[config.mk]
export PLATFORM = sky130hd
export DESIGN_NAME = ws2812_rx
export DESIGN_NICKNAME = d
export VERILOG_FILES = /design/src/rtl/ws2812_rx.sv
export SDC_FILE = /design/constraint.sdc
export NUM_CORES = 1
export LEC_CHECK = 0
export CAP_MARGIN = 20
export CORE_MARGIN = 2
export CORE_UTILIZATION = 32
export CTS_CLUSTER_DIAMETER = 40
export DETAILED_ROUTE_END_ITERATION = 12
export PLACE_DENSITY = 0.52
export SYNTH_ARGS = -nofsm -noshare
export SYNTH_HDL_FRONTEND = slang
export SYNTH_SLANG_ARGS = --single-unit
[constraint.sdc]
create_clock -name clk -period 5.3 [get_ports clk]
set_input_delay 1.325 -clock clk [delete_from_list [all_inputs] [get_ports clk]]
set_output_delay 1.325 -clock clk [all_outputs]
set_load 0.1 [all_outputs]
[src/rtl/ws2812_rx.sv]
// ws2812_rx: WS2812 single-wire bitstream receiver producing {R,G,B} words with LED index.
// Ports: clk, reset (sync, active-high), data_in (async line), rgb_data[23:0], led_num[7:0],
//        valid / frame_done / err (one-cycle strobes).
module ws2812_rx #(
  parameter int HIGH_THRESH  = 6,
  parameter int MAX_HIGH     = 20,
  parameter int RESET_CYCLES = 600
) (
  input  logic        clk,
  input  logic        reset,
  input  logic        data_in,
  output logic [23:0] rgb_data,
  output logic [7:0]  led_num,
  output logic        valid,
  output logic        frame_done,
  output logic        err
);
  localparam int LW = $clog2(RESET_CYCLES);
  localparam logic [LW-1:0] GAP_TC = LW'(RESET_CYCLES - 1);
  localparam logic [7:0] THR = 8'(HIGH_THRESH);
  localparam logic [7:0] MAXH = 8'(MAX_HIGH);
  typedef enum logic [1:0] {SYNC, IDLE, HIGH, LOW} state_t;
  state_t state;
  logic s1, d_s, d_q, rise, fall;
  logic [7:0] hcnt, leds;
  logic [LW-1:0] lcnt;
  logic [4:0] bits;
  logic [23:0] sr, word;
  assign rise = d_s & ~d_q;
  assign fall = ~d_s & d_q;
  // word as it stands once the bit now being closed is shifted in
  assign word = {sr[22:0], hcnt >= THR};
  always_ff @(posedge clk) begin
    if (reset) begin
      s1 <= 1'b0;
      d_s <= 1'b0;
      d_q <= 1'b0;
      state <= SYNC;
      hcnt <= '0;
      lcnt <= '0;
      leds <= '0;
      bits <= '0;
      sr <= '0;
      rgb_data <= '0;
      led_num <= '0;
      valid <= 1'b0;
      frame_done <= 1'b0;
      err <= 1'b0;
    end else begin
      s1 <= data_in;
      d_s <= s1;
      d_q <= d_s;
      valid <= 1'b0;
      frame_done <= 1'b0;
      err <= 1'b0;
      case (state)
        SYNC: begin
          // wait for a full gap so we never lock onto the middle of a frame
          lcnt <= d_s ? '0 : lcnt + LW'(1);
          if (!d_s && lcnt == GAP_TC) begin
            state <= IDLE;
            lcnt <= '0;
            bits <= '0;
            leds <= '0;
          end
        end
        IDLE: if (rise) begin
          state <= HIGH;
          hcnt <= 8'd1;
        end
        HIGH: begin
          // an over-long pulse is an error even if it ends in this very cycle
          if (hcnt > MAXH) begin
            err <= 1'b1;
            state <= SYNC;
            lcnt <= '0;
          end else if (fall) begin
            state <= LOW;
            lcnt <= LW'(1);
            if (bits == 5'd23) begin
              rgb_data <= {word[15:8], word[23:16], word[7:0]};
              led_num <= leds;
              valid <= 1'b1;
              leds <= leds + 8'd1;
              bits <= '0;
            end else begin
              sr <= word;
              bits <= bits + 5'd1;
            end
          end else begin
            hcnt <= hcnt + {7'd0, hcnt != 8'hff};
          end
        end
        LOW: begin
          if (rise) begin
            state <= HIGH;
            hcnt <= 8'd1;
          end else if (lcnt == GAP_TC) begin
            state <= IDLE;
            frame_done <= 1'b1;
            err <= bits != 5'd0;
            bits <= '0;
            leds <= '0;
          end else begin
            lcnt <= lcnt + LW'(1);
          end
        end
        default: state <= SYNC;
      endcase
    end
  end
endmodule

==> qor.csv, run 1 <==
metric,value,unit
status,finished clean,
fmax,0.317,GHz
cts_hold_repair.buffers,0,
ant_nets,0,
yosysTopAreaCell,dfxtp_1,
place_congestion,0.831,
yosysSeqAreaShare,0.490,
coreArea,11900,um2
clk_latency,0.35,ns
ys_ff_latch,94,
drt_iter0_markers,209,
finalMaxSlewViolations,0,
synth.distinct_cells,47,
yosys.cell_count.top_type,dfxtp_1,
grt_use_total,0.140,
htreeDepth,3,
cp-end-kind,output port,
power_density,298,nW/um2
worst_slew_pin_slew,1.03,ns
criticalPathCategory,register to output port,
period_minus_slack,3.16,ns
fp-row-count,40,
hold_violations,0,
start_util,0.324,
start_kind,register,
multiInputGateArea,1850,um2
post-route-drc-count,0,
vias,3231,
grt_pass1_vias,3052,
crit_family,buffers and inverters,
drt_wl_total,8.49,mm
cts.sinks,94,
layout-drive-gt1-share,0.0582,
fillers,1227,
syn_nets,456,
die_h,114,um
crit_chain,clkdlybuf4s50_1,
fin_tns_setup,0,ns
io_buffers,37,
die_x,114,um
grt_pass1_wl,14.6,mm
rsz0062_at_grt,no,
power.leakage,1.56,nW
drt-wirelength-per-cell,13.5,um
drt-pass1-iter-count,4,
root_buffer,clkbuf_16,
slowest_delay,1.14,ns
postSynth.asyncResetShare,0,
clk_pin_slew,0.06,ns
antenna_found_initial,0,
layout.area.seq,1880,um2
cts_resized,0,
dpl.hpwl,5.57,mm
dieArea,12900,um2
antennaDiodeCount,0,
synthFlopType,dfxtp_1,
worst_slack,2.14,ns
cp_max_fo,2,
cp.required,3.97,ns
cts_tree,yes,
yosysTopAreaCellShare,0.490,
cts_buffers,9,
syn_inst,447,
layout.nets,485,
grt_max_degree,62,
syn-cell-area,3840,um2
synthToLayoutAreaGrowth,20.3,%
cp_slowest_cell,clkdlybuf4s50_1,
syn_area_per_cell,8.60,um2
finalSetupViolCount,0,
overflow,0,
synth_edf_count,0,
fin_worst_skew,0.00562,ns
synth_area_leaders,"dfxtp_1 49%, nand2_1 8.1%, a21oi_1 6.6%",
netlist_top_cells_count,"94 x dfxtp_1, 83 x nand2_1, 51 x a21oi_1",
finalCritPeriodShare,0.596,
clk_path_buf_depth,2,
yosys_warnings,0,
worstPathArrival,1.83,ns
ioPinCount,38,
relSlewSlack,0.314,
maxCapViolations,0,
cp_num_buf_inv,1,
post-cts-setup-buffers,0,
hold_path.class,register to register,
pre_cts_ws,2.41,ns
ir_drop,172,uV
viasPerCell,5.14,
stage by stage:
step | utilization | instances | hold WS [ns] | total power, mW | cell area (um2)
2_1_floorplan | - | 447 | 0.414 | 0.762 | 3840
3_3_place_gp | 0.366 | 612 | 0.422 | 0.772 | 4340
3_5_place_dp | 0.366 | 612 | 0.430 | 0.772 | 4340
4_1_cts | 0.390 | 628 | 0.448 | 1.40 | 4620
5_1_grt | 0.390 | 628 | 0.473 | 1.43 | 4620
6_report | 0.390 | 628 | 0.446 | 1.38 | 4620
logic make-up (layout without fill, tap and decap cells):
group | after synthesis | count (layout) | synth area share
flops | 94 | 94 | 0.490
simple gates | 184 | 184 | 0.226
compound gates | 107 | 107 | 0.168
buf+inv | 31 | 65 | 0.0325
fa+ha+maj | 6 | 6 | 0.0195
xor+xnor | 1 | 1 | 0.00228
mux | 24 | 24 | 0.0625
area by class of cell:
cell class / count / share of cell area
Sequential cell: 94 / 0.407
Inverter: 8 / 0.00649
Tap cell: 147 / 0.0398
Clock buffer: 13 / 0.0584
Timing Repair Buffer: 41 / 0.0855
Multi-Input combinational cell: 322 / 0.399
Clock inverter: 3 / 0.00379
path summary, 6_finish.rpt:
kind | from | end | slack (ns) | cells after the start
worst min-delay path | s1$_SDFF_PP0_ | d_s$_SDFF_PP0_ | 0.45 | 1
worst max-delay path | rgb_data[15]$_SDFFE_PP0P_ | rgb_data[15] | 2.14 | 1
worst max register to register | d_s$_SDFF_PP0_ | leds[6]$_SDFFE_PP0P_ | 2.88 | 5
worst min register to register | s1$_SDFF_PP0_ | d_s$_SDFF_PP0_ | 0.45 | 1
state kept, by name, indices dropped and copies added, names as in the netlist, 2 cells and up:
| signal | cells |
|---|---|
| rgb_data | 24 |
| sr | 23 |
| lcnt | 10 |
| hcnt | 8 |
| led_num | 8 |
| leds | 8 |
| bits | 5 |
| state | 2 |
placed cells by master (no fill, tap or decap), drive strengths merged, types with 8 or more instances in the layout:
master / synthesis / layout
nand2: 83 / 83
clkbuf: 15 / 13
nand3: 11 / 11
a31oi: 10 / 10
clkdlybuf4s50: 0 / 36
nor2: 38 / 38
and3: 11 / 11
inv: 8 / 8
nand2b: 8 / 8
a21oi: 51 / 51
dfxtp: 94 / 94
o21ai: 13 / 13
mux2i: 24 / 24
power by group:
| part | switching, mW | leakage (nW) | internal [mW] | total, mW |
|---|---|---|---|---|
| registers | 0.00889 | 0.758 | 0.715 | 0.724 |
| logic | 0.0209 | 0.665 | 0.0107 | 0.0317 |
| clock network | 0.266 | 0.142 | 0.355 | 0.621 |
| total | 0.296 | 1.56 | 1.08 | 1.38 |
per-layer routing:
metal / vias to the layer above / GRT usage / share of wire
met2: 55 / 0.219 / 0.45
met3: 9 / 0.0473 / 0.043
met4: 0 / 0.0439 / 0.015
met1: 1536 / 0.184 / 0.50
met5: - / 0 / 0
li1: 1631 / - / -
worst reg2reg max path, stage by stage (launching register included):
cell and delay [ns]:
dfxtp_1 0.43, nor2b_1 0.46, o21ai_0 0.22, o22ai_1 0.82, o311ai_0 0.31, o31ai_1 0.11
(Power assumes the default switching activity.)
==> inputs of run 2 (changes only) <==
Clock period 5.3 ns to 3 ns, I/O delays scaled along.
==> run 2 against run 1 <==
Sequential cell count stayed put; routed wire length down 2.7%; sequential power up 77%; hold slack got worse by 0.012 ns; non-clock buffer count grew 4; core utilization decreased by 0.38 points; die area stayed put; critical path depth is 4 higher; first-iteration DRC count rose by 1.4%; clock-buffer cell count fell by 3; cell area is 0.97% lower; worst setup slack got worse by 1.5 ns; largest power group unchanged; highest routed layer unchanged.
==> qor.csv, run 2 (synthesis gave the netlist of run 1 again) <==
metric,value,unit,change
worst_slew_pin_slew,0.993,ns,was 1.03 ns
largest-register,rgb_data,,unchanged
layout-drive-gt1-share,0.140,,was 0.0582
io_buffers,37,,unchanged
ioPinCount,38,,unchanged
drt-wirelength-per-cell,13.1,um,was 13.5 um
fin_worst_skew,0.00692,ns,was 0.00562 ns
grt_max_degree,66,,was 62
post_dp_cell_area,4280,um2,was 4340 um2
criticalPathCategory,register to register,,was register to output port
hold_path.class,register to register,,unchanged
synthToLayoutAreaGrowth,19.1,%,was 20.3%
ant_nets,0,,unchanged
cp.depth,5,,was 1
maxCapViolations,0,,unchanged
start_kind,register,,unchanged
cp_num_buf_inv,0,,was 1
antennaDiodeCount,0,,unchanged
fmax,0.422,GHz,
cp-endpoint,bits[3]$_SDFFE_PP0P_,,was rgb_data[15]
hold_slack,0.435,ns,was 0.446 ns
cts_hold_repair.buffers,0,,unchanged
antenna_found_initial,0,,unchanged
grt_pass1_vias,2959,,was 3052
crit_chain,or4b_4 > nor4_2 > o22ai_1 > or4_1 > a21oi_1,,was clkdlybuf4s50_1
largest_reg_flops,24,,unchanged
period_minus_slack,2.37,ns,
overflow,0,,unchanged
root_buffer,clkbuf_16,,unchanged
die_x,114,um,unchanged
finalCritPeriodShare,0.790,,
coreArea,11900,um2,unchanged
fp-row-count,40,,unchanged
drt_iter0_markers,212,,was 209
grt_use_total,0.136,,was 0.140
viasPerCell,5.00,,was 5.14
startpoint,lcnt[7]$_SDFFE_PP0P_,,was rgb_data[15]$_SDFFE_PP0P_
power_density,543,nW/um2,was 298 nW/um2
fin_tns_setup,0,ns,unchanged
cts_tree,yes,,unchanged
relSlewSlack,0.338,,was 0.314
total_power,2.49,mW,was 1.38 mW
finish.instance_area,4580,um2,was 4620 um2
post-cts-setup-buffers,0,,unchanged
dieArea,12900,um2,unchanged
cp_slowest_cell,or4_1,,was clkdlybuf4s50_1
htreeDepth,3,,unchanged
worstPathArrival,2.65,ns,was 1.83 ns
layout.nets,489,,was 485
cp_max_fo,14,,was 2
clk_latency,0.35,ns,about the same
vias,3157,,was 3231
cp.required,3.28,ns,was 3.97 ns
status,finished clean,,unchanged
cts.sinks,94,,unchanged
ff2ff_setup_slack,0.63,ns,was 2.88 ns
dpl.hpwl,5.55,mm,was 5.57 mm
drt_wl_total,8.26,mm,was 8.49 mm
hold_violations,0,,unchanged
largest_registers,"rgb_data: 24 flops, sr: 23 flops, lcnt: 10 flops",,unchanged
rsz0062_at_grt,no,,unchanged
crit_family,simple AND/OR/NAND/NOR gates,,was buffers and inverters
post-route-drc-count,0,,unchanged
fillers,1210,,was 1227
ir_drop,365,uV,was 172 uV
drt-pass1-iter-count,4,,unchanged
cts_resized,0,,unchanged
cts_buffers,9,,unchanged
cp-end-kind,register,,was output port
place_congestion,0.801,,was 0.831
layout_common_cells,"94 x dfxtp_1, 83 x nand2_1, 51 x a21oi_1",,unchanged
r2r-start,lcnt[7]$_SDFFE_PP0P_,,was d_s$_SDFF_PP0_
start_util,0.324,,unchanged
layout_commonest_cell,dfxtp_1,,unchanged
clk_path_buf_depth,2,,unchanged
grt_pass1_wl,14.1,mm,was 14.6 mm
clk_pin_slew,0.06,ns,about the same
slowest_delay,0.60,ns,was 1.14 ns
rr_worst_depth,5,,unchanged
finalMaxSlewViolations,0,,unchanged
power.leakage,1.66,nW,was 1.56 nW
die_h,114,um,unchanged
timing.rr.end,bits[3]$_SDFFE_PP0P_,,was leds[6]$_SDFFE_PP0P_
finalSetupViolCount,0,,unchanged
-- run 2: power by group --
| group | switching, mW | leakage (nW) | internal [mW] |
|---|---|---|---|
| registers | 0.0158 | 0.758 | 1.26 |
| clock network | 0.487 | 0.148 | 0.665 |
| logic | 0.0376 | 0.757 | 0.0204 |
-- run 2: per-layer routing --
metal / GRT usage / vias up / part of all wire
met5: 0 / - / 0
met4: 0.0488 / 0 / 0.012
met3: 0.0372 / 10 / 0.033
met2: 0.216 / 42 / 0.46
met1: 0.179 / 1474 / 0.49
li1: - / 1631 / -
-- run 2: through the flow --
stage               worst slack [ns]  std cells   util
floorplan                       1.06        447      -
global placement               0.649        616  0.361
detailed placement             0.634        616  0.361
CTS                            0.618        632  0.386
global route                   0.469        632  0.386
finish                         0.631        632  0.386
-- run 2: worst reg2reg max path: stages, from the launching register on --
cell and delay [ns]:
dfxtp_1 0.37, or4b_4 0.55, nor4_2 0.30, o22ai_1 0.35
or4_1 0.61, a21oi_1 0.13
-- run 2: worst min-delay path by stage --
stage	start	to	slack [ns]	cells after the start
finish	s1$_SDFF_PP0_	d_s$_SDFF_PP0_	0.43	1
global route	led_num[5]$_SDFFE_PP0P_	led_num[5]$_SDFFE_PP0P_	0.47	2
CTS	s1$_SDFF_PP0_	d_s$_SDFF_PP0_	0.44	1
detailed placement	s1$_SDFF_PP0_	d_s$_SDFF_PP0_	0.42	1
global placement	s1$_SDFF_PP0_	d_s$_SDFF_PP0_	0.42	1
floorplan	s1$_SDFF_PP0_	d_s$_SDFF_PP0_	0.41	1
-- run 2: final cells by class --
type                       instances  area [um2]  share of cell area
sequential                        94        1880               0.411
clock inverter                     6        61.3              0.0134
clock buffer                      10         239              0.0522
timing repair buffer              45         338              0.0738
multi-input combinational        322        1850               0.403
inverter                           8        30.0             0.00656
tap                              147         184              0.0402
==> inputs of run 3 (changes only) <==
Settings changed: PLACE_DENSITY 0.52 to 0.54.
Clock period 3 ns to 2.1 ns, I/O delays scaled along.
==> run 3 against run 2 <==
Die area stayed put; sequential cell count stayed put; highest routed layer unchanged; maximum frequency up 19%; clock-buffer cell count increased by 1; largest power group unchanged.
==> qor.csv, run 3 (synthesis gave the netlist of run 1 again) <==
metric,value,unit,change
drt_iter0_markers,182,,was 212
fmax,0.501,GHz,was 0.422 GHz
hp-start,s1$_SDFF_PP0_,,unchanged
ioPinCount,38,,unchanged
largest_reg_flops,24,,unchanged
ant_nets,0,,unchanged
cp_slowest_cell,or4b_4,,was or4_1
worstPathArrival,2.21,ns,was 2.65 ns
startpoint,lcnt[3]$_SDFFE_PP0P_,,was lcnt[7]$_SDFFE_PP0P_
antennaDiodeCount,0,,unchanged
final_cells,646,,was 632
coreArea,11900,um2,unchanged
cp-end-kind,register,,unchanged
slowest_delay,0.56,ns,was 0.60 ns
multiInputGateArea,1850,um2,about the same
cp_num_buf_inv,1,,was 0
hold_path.class,register to register,,unchanged
crit_family,simple AND/OR/NAND/NOR gates,,unchanged
fin_tns_setup,0,ns,unchanged
finalMaxSlewViolations,0,,unchanged
maxCapViolations,0,,unchanged
die_x,114,um,unchanged
period_minus_slack,1.99,ns,was 2.37 ns
layout-drive-gt1-share,0.168,,was 0.140
power_density,765,nW/um2,was 543 nW/um2
p_int,2.84,mW,was 1.95 mW
clk_path_buf_depth,2,,unchanged
io_buffers,37,,unchanged
clk_pin_slew,0.07,ns,was 0.06 ns
start_kind,register,,unchanged
start_util,0.324,,unchanged
criticalPathCategory,register to register,,unchanged
dpl.hpwl,5.69,mm,was 5.55 mm
relSlewSlack,0.522,,was 0.338
dieArea,12900,um2,unchanged
power.leakage,1.74,nW,was 1.66 nW
cts_tree,yes,,unchanged
status,finished clean,,unchanged
cp.required,2.32,ns,was 3.28 ns
post-route-drc-count,0,,unchanged
cts.sinks,94,,unchanged
fp-row-count,40,,unchanged
fin_worst_skew,0.00799,ns,was 0.00692 ns
layout_common_cells,"94 x dfxtp_1, 83 x nand2_1, 55 x buf_4",,"was 94 x dfxtp_1, 83 x nand2_1, 51 x a21oi_1"
overflow,0,,unchanged
rsz0062_at_grt,yes,,was no
finalSetupViolCount,0,,unchanged
grt_use_total,0.133,,was 0.136
dp.cells,630,,was 616
grt_pass1_wl,14.1,mm,about the same
layout.area.seq,1880,um2,unchanged
worst_slew_pin_slew,0.717,ns,was 0.993 ns
finish.utilization,0.399,,was 0.386
crit_chain,or4b_4 > nor4_2 > o22ai_1 > buf_4 > o311ai_1 > o31ai_1,,was or4b_4 > nor4_2 > o22ai_1 > or4_1 > a21oi_1
drt-pass1-iter-count,4,,unchanged
layout.nets,503,,was 489
drt_wl_total,8.20,mm,was 8.26 mm
layout_commonest_cell,dfxtp_1,,unchanged
viasPerCell,4.97,,was 5.00
ir_drop,404,uV,was 365 uV
finish.instance_area,4730,um2,was 4580 um2
grt_max_degree,56,,was 66
p_clk_frac,0.469,,was 0.463
hold_slack,0.439,ns,was 0.435 ns
r2r-start,lcnt[3]$_SDFFE_PP0P_,,was lcnt[7]$_SDFFE_PP0P_
grt_pass1_vias,2991,,was 2959
finalCritPeriodShare,0.950,,was 0.790
drt-wirelength-per-cell,12.7,um,was 13.1 um
die_h,114,um,unchanged
post_dp_cell_area,4410,um2,was 4280 um2
switching_share,0.215,,was 0.217
place_congestion,0.804,,was 0.801
cp_max_fo,7,,was 14
clk_latency,0.34,ns,was 0.35 ns
largest-register,rgb_data,,unchanged
root_buffer,clkbuf_16,,unchanged
hold_violations,0,,unchanged
synthToLayoutAreaGrowth,23.1,%,was 19.1%
largest_registers,"rgb_data: 24 flops, sr: 23 flops, lcnt: 10 flops",,unchanged
fillers,1191,,was 1210
p_sw,0.780,mW,was 0.540 mW
combPwrFrac,0.029,,was 0.023
htreeDepth,3,,unchanged
cts_buffers,9,,unchanged
p_seq_frac,0.503,,was 0.514
vias,3212,,was 3157
antenna_found_initial,0,,unchanged
[run 3: layer usage]
metal  global-route usage  part of all wire  vias to the layer above
li1                     -                 -                     1668
met5                    0                 0                        -
met4               0.0472             0.013                        0
met1                0.185              0.51                     1500
met2                0.203              0.44                       39
met3               0.0308             0.028                        5
[run 3: timing repair]
action                                  4_1_cts  5_1_grt
endpoints found under the setup margin        0       12
setup buffers                                 0        0
hold buffers                                  0        0
gates resized for setup                       0        4
[run 3: path summary, 6_finish.rpt]
check,to,slack (ns),depth (start not counted)
hold reg to reg,d_s$_SDFF_PP0_,0.44,1
setup / recovery,leds[6]$_SDFFE_PP0P_,0.11,6
setup reg to reg,leds[6]$_SDFFE_PP0P_,0.11,6
hold / removal,d_s$_SDFF_PP0_,0.44,1
[run 3: through the flow]
step	setup slack [ns]	total power [mW]
after floorplan	0.161	1.92
after global placement	0.0655	1.96
after detailed placement	0.0358	1.96
after CTS	0.0277	3.67
after global routing	-0.0288	3.75
final	0.105	3.62
[run 3: cell type report]
type | instances | area share
clock inverter | 5 | 0.0135
multi-input combinational | 322 | 0.391
inverter | 8 | 0.00634
sequential | 94 | 0.398
timing repair buffer | 59 | 0.0989
clock buffer | 11 | 0.0534
tap | 147 | 0.0389
[run 3: power groups by stage]
stage	clock network [mW]	registers [mW]	logic, mW
6_report	1.70	1.82	0.104
5_1_grt	1.81	1.82	0.117
4_1_cts	1.75	1.82	0.103
3_5_place_dp	0	1.86	0.103
3_3_place_gp	0	1.86	0.102
2_1_floorplan	0	1.86	0.0636
==> RTL edit 1 (flow settings as in run 1) <==
Change the parameter `RESET_CYCLES` from 600 to 1200.
--- a/src/rtl/ws2812_rx.sv
+++ b/src/rtl/ws2812_rx.sv
@@ -5,5 +5,5 @@
   parameter int HIGH_THRESH  = 6,
   parameter int MAX_HIGH     = 20,
-  parameter int RESET_CYCLES = 600
+  parameter int RESET_CYCLES = 1200
 ) (
   input  logic        clk,
Check against the original RTL: no difference found for any inputs over 10 cycles, from zero or initial values and one cycle with reset high; that may be too few to reach the edited logic, so the function may still have changed.
==> RTL edit 1 against run 1 <==
  * Register-to-register slack lost 80 ps
  * Fmax shrank 0.54%
  * Non-clock buffer count is the same
  * Via count grew 7.5%
  * Clock skew grew 0.57 ps
  * Core utilization shrank 0.34 points
  * Setup slack lost 17 ps
  * Critical path depth is the same
  * Power shrank 0.78%
  * Sequential cell count grew 1
  * Area after synthesis grew 5.0%
  * Cell area grew 4.2%
  * Largest cell class is now multi-input gates
  * Critical endpoint is now rgb_data[18]
  * Wire length grew 9.0%
==> RTL edit 1: results (changes against run 1) <==
** CTS
- The later-pin clock latency in the skew report was 350 ps (about the same).
- The tree is rooted in a clkbuf_16.
- The post-cts gate resize count came to 0 (unchanged).
- The number of buffers added by the clock tree synthesis step came to 9 (unchanged).
- The maximum clock path buffer count came to 2 (unchanged).
- Number of levels the H-tree was split into :: 3 (unchanged)
- The clock transition at the register clock pins on the worst setup and hold paths after CTS came to 60 ps (about the same).
- The number of setup buffers added after CTS is 0 (unchanged).

** Cells and area
- Total number of nets in the final design :: 526 (+8.5%)
- Ratio of cells with drive above 1 in the final layout :: 0.0576 (-0.000630)
- The count of antenna diodes in the layout is 0 (unchanged).
- Largest registers ranked by flip-flop count :: rgb_data: 24 flops, sr: 23 flops, lcnt: 11 flops

** Route
- Vias :: 3473 (+7.5%)
- The number of search-and-repair iterations in the first detailed-routing pass came to 4 (unchanged).
- The number of DRC markers in iteration 0 is 152 (-27%).
- Total Wirelength :: 9260 um (+9.0%)

** Global route
- Combined global-route utilization of all metal layers :: 0.144 (+0.00346)
- The maximum number of pins on one net before global-route repair is 72 (+16%).
- First-pass GRT wire length :: 15400 um (+5.7%)
- Number of global-route vias before repair :: 3191 (+4.6%)
- Grt total ovfl :: 0 (unchanged)
- Number of antenna violations at the first check in global routing :: 0 (unchanged)

** STA
- Slew at the pin with the worst max-slew slack :: 992 ps (-37.7 ps)
- The highest attainable clock frequency is 315 MHz (-0.54%).
- Maximum clock skew at final layout :: 6.19 ps (+0.573 ps)
- Final count of negative-setup-slack endpoints :: 0 (unchanged)

** Placement
- Last weighted congestion value of the routability-driven placer :: 0.802 (-3.5%)
- The number of port buffers was 37 (unchanged).
- Total half-perimeter wirelength after legalization and detailed placement :: 6010 um (+7.7%)
- Instance area at placement :: 4530 um2 (+4.4%)
- Worst slack at placement :: 2450 ps (+46.1 ps)

** Min path
- Hold Path Class :: reg2reg
- HP Start :: s1

** Logic synthesis
- The sequential area share after synthesis is 0.471 (-0.0184).
- The number of warnings printed during yosys synthesis was 0 (unchanged).
- After synthesis, the cell types taking the most area are dfxtp_1 47%, nand2_1 12%, a21oi_1 8.9%.
- Net count after synthesis :: 501 (+9.9%)
- Post-synth cell types :: 54 (+15%)
- Commonest cells in the netlist :: 130 x nand2_1, 95 x dfxtp_1, 72 x a21oi_1
- Proportion of register bits with asynchronous set or reset after synthesis :: 0 (unchanged)

** Pwr
- The worst vdd rail ir drop came to 0.127 mV (-26%).
- The leakage power came to 1.55 nW (-0.85%).

** Setup path
- Longest individual stage delay on the worst path :: 1150 ps
- Slowest-stage cell, CP :: clkdlybuf4s50_1
- The worst register-to-register path begins at hcnt[5].
- Top Family by Delay on Critical Path :: buffers and inverters
- Data required time at the worst endpoint :: 3970 ps (about the same)
- The critical path starts at rgb_data[18].
- Critical path peak fanout :: 2 (unchanged)

** Job
- Number of max-cap violations :: 0 (unchanged)

** Run status
- The flow ran to the end, and the final reports show no timing, DRC or antenna violations.
RTL edit 1: cell type report:
cell class | instances | area (um2)
repair buffers | 41 | 395
flip-flops and latches | 95 | 1900
fillers | 1269 | 7650
well taps | 172 | 215
clock buffers | 12 | 256
inverters | 7 | 26.3
multi-input cells | 363 | 2000
clock inverters | 3 | 26.3
RTL edit 1: worst paths after layout:
kind | endpoint | slack [ps] | cells after the start
hold / removal | d_s | 440 | 1
setup reg to reg | sr[4] | 2800 | 5
hold reg to reg | d_s | 440 | 1
setup / recovery | rgb_data[18] | 2130 | 1
RTL edit 1: power by group:
group	switching (W)	internal, W	leakage [nW]	total, W
clock network	0.000276	0.000346	0.140	0.000621
registers	0.00000286	0.000716	0.766	0.000719
logic	0.0000186	0.00000663	0.646	0.0000252
RTL edit 1: kinds of logic (layout without fill, tap and decap cells):
kind of cell | after synthesis | after routing | share of synthesized area
fa+ha+maj | 6 | 6 | 0.0186
simple gates | 225 | 225 | 0.263
compound gates | 128 | 128 | 0.203
xor+xnor | 3 | 3 | 0.00651
mux | 1 | 1 | 0.00248
flops | 95 | 95 | 0.471
buf+inv | 34 | 63 | 0.0350
RTL edit 1: layer usage:
metal | vias up | routed length, um | GRT usage | part of all wire
li1 | 1793 | - | - | -
met1 | 1628 | 4750 | 0.201 | 0.51
met2 | 38 | 4070 | 0.212 | 0.44
met3 | 14 | 231 | 0.0275 | 0.025
met4 | 0 | 207 | 0.0722 | 0.022
met5 | - | 0 | 0 | 0
RTL edit 1: per-stage QoR:
step	util	std cells
2_1_floorplan	-	492
3_3_place_gp	0.363	677
3_5_place_dp	0.363	677
4_1_cts	0.386	692
5_1_grt	0.386	693
6_report	0.386	693
==> RTL edit 2 (flow settings as in run 1) <==
Made on the original files. Add an input register stage for `data_in`, without a reset; this delays it by one clock.
--- a/src/rtl/ws2812_rx.sv
+++ b/src/rtl/ws2812_rx.sv
@@ -21,4 +21,11 @@
   localparam logic [7:0] MAXH = 8'(MAX_HIGH);
   typedef enum logic [1:0] {SYNC, IDLE, HIGH, LOW} state_t;
+
+  logic data_q;
+
+  always_ff @(posedge clk) begin
+    data_q <= data_in;
+  end
+
   state_t state;
   logic s1, d_s, d_q, rise, fall;
@@ -48,5 +55,5 @@
       err <= 1'b0;
     end else begin
-      s1 <= data_in;
+      s1 <= data_q;
       d_s <= s1;
       d_q <= d_s;
Formal check against the unedited RTL: same outputs for any inputs over 10 cycles, from zero or initial values and one cycle with reset high; that may be too few to reach the edited logic, so the function may still have changed.
==> RTL edit 2 against run 1 <==
  * Core utilization decreased by 0.39 points
  * Count of clock-buffer cells in the layout fell by 4
  * Global-route usage fell by 0.33 points
  * Die area rose by 4.7%
  * Power is 0.21% lower
  * Area after synthesis up 4.9%
  * Cell area increased by 4.0%
  * Sequential power increased by 2%
  * Sequential cell count is 1 higher
  * Synthesized cell count up 6.3%
  * Wire length is 3.0% higher
  * Register-to-register slack worse by 100 ps
  * Setup slack improved by 4.7 ps
==> RTL edit 2: results (changes against run 1) <==
** Setup path
- Number of cell instances on the worst register-to-register path :: 5 (unchanged)
- The most critical setup path has its startpoint at rgb_data[17].
- Top Family by Delay on Critical Path :: buffers and inverters
- On the worst path, the slowest cell contributes a delay of 1130 ps.
- Reg2reg setup slack :: 2780 ps (-100 ps)
- The worst register-to-register path begins at state[1].
- The largest fanout on the critical path is 2 (unchanged).
- In this run the worst setup path terminates at rgb_data[17].
- The worst register-to-register path ends at bits[0].

** Placement
- Total half-perimeter wirelength after legalization and detailed placement :: 5770 um (+3.5%)
- The number of placed cells counting well taps is 663 (+8.3%).
- Last weighted congestion value of the routability-driven placer :: 0.715 (-14%)
- Port-buffer cells :: 37 (unchanged)

** Route
- The routed length per instance came to 12.9 um (-4.7%).
- The total number of vias was 3370 (+4.3%).
- First-pass iteration count of the detailed router :: 5 (+1)
- The routed via count divided by cell count came to 4.96 (-3.5%).
- The remaining design rule violation count was 0 (unchanged).
- The number of DRC markers in iteration 0 was 261 (+25%).

** Global route
- The global-route wire length before repair was 14800 um (+1.2%).
- Combined global-route utilization of all metal layers :: 0.137 (-0.00333)
- The via count of the first global-routing pass is 3130 (+2.6%).
- The maximum number of pins on one net before global-route repair is 53 (-15%).

** Logic synthesis
- Post-synth cell types :: 59 (+26%)
- For this run, the leading register cell type out of synthesis is dfxtp_1.
- The total nets after synthesis came to 484 (+6.1%).
- Counting instances in the post-synthesis netlist gives the leading cell types as 125 x nand2_1, 95 x dfxtp_1, 65 x a21oi_1.
- Proportion of register bits with asynchronous set or reset after synthesis :: 0 (unchanged)
- Syn. warnings :: 0 (unchanged)
- Portion of the post-synthesis area used by sequential elements :: 0.472 (-0.0178)
- The mean cell area of the mapped netlist came to 8.49 um2 (-1.3%).
- Yosys attributes the largest share of cell area to dfxtp_1 47%, nand2_1 12%, a21oi_1 8.1%.

** Pwr
- The net load switching power came to 0.000318 W (+7.3%).
- The leakage power came to 1.58 nW (+0.83%).
- Share of power burned in combinational logic :: 0.023 (about the same)
- Peak supply drop :: 0.170 mV (-1.1%)
- The sequential group share of total power came to 0.535 (+0.009).

** Run status
- The run finished with clean final reports.

** STA
- The worst max-slew margin expressed relative to the limit is 0.347 (+0.0330).
- Maximum clock skew at final layout :: 11.9 ps (+6.31 ps)
- Worst slack on hold paths :: 442 ps (-4.68 ps)

** Cells and area
- Largest registers ranked by flip-flop count :: rgb_data: 24 flops, sr: 23 flops, lcnt: 10 flops
- Fill count :: 1297 (+5.7%)
- Number of antenna cells inserted :: 0 (unchanged)
- Ratio of cells with drive above 1 in the final layout :: 0.0868 (+0.0286)
- The net total in the final layout is 511 (+5.4%).

** Min path
- The number of cells on the worst hold path is 1 (unchanged).
- Hold Path Class :: reg2reg
- HP Start :: data_q
- Endpoint of the worst hold path :: s1

** CTS
- Clock Path Buffers :: 2 (unchanged)
- Resized Gates After CTS :: 0 (unchanged)
- Clock insertion delay at the later pin of the skew report :: 350 ps (about the same)
- The tree is rooted in a clkbuf_16.
- After clock tree synthesis, the clock-pin slew on the worst setup and hold paths is 70 ps.
-- RTL edit 2: changes by cell type after synthesis, moves of 4 or more --
cell / before / now
a21oi_1: 51 / 65
a221o_1: 0 / 6
buf_2: 7 / 12
mux2i_1: 24 / 2
nand2_1: 83 / 125
nand3_1: 11 / 15
nand4_1: 3 / 7
nor2_1: 38 / 19
nor3_4: 0 / 4
o211ai_1: 4 / 0
o21ai_0: 10 / 0
o22ai_1: 5 / 0
-- RTL edit 2: through the flow --
stage / instance area [um2] / setup slack [ps] / power [W] / util
finish: 4810 / 2150 / 0.00137 / 0.386
global route: 4810 / 2080 / 0.00143 / 0.386
CTS: 4810 / 2120 / 0.00140 / 0.386
detailed placement: 4530 / 2470 / 0.000784 / 0.363
global placement: 4530 / 2480 / 0.000783 / 0.363
floorplan: 4030 / 2990 / 0.000775 / -
-- RTL edit 2: routing by layer --
| metal | track usage | share of wire |
|---|---|---|
| met3 | 0.0420 | 0.047 |
| met5 | 0 | 0 |
| met4 | 0.0413 | 0.0094 |
| met1 | 0.178 | 0.48 |
| met2 | 0.219 | 0.46 |
-- RTL edit 2: cell type report --
type | instances | area share
Clock inverter | 7 | 0.0117
Tap cell | 172 | 0.0447
Clock buffer | 9 | 0.0468
Inverter | 6 | 0.00468
Multi-Input combinational cell | 349 | 0.415
Sequential cell | 95 | 0.395
Timing Repair Buffer | 41 | 0.0822
-- RTL edit 2: cell families (layout without fill, tap and decap cells) --
family	Yosys count	in the layout	synth area share
compound gates	117	117	0.187
mux	3	3	0.00776
flops	95	95	0.472
fa+ha+maj	6	6	0.0186
buf+inv	31	63	0.0335
simple gates	220	220	0.274
xor+xnor	3	3	0.00652
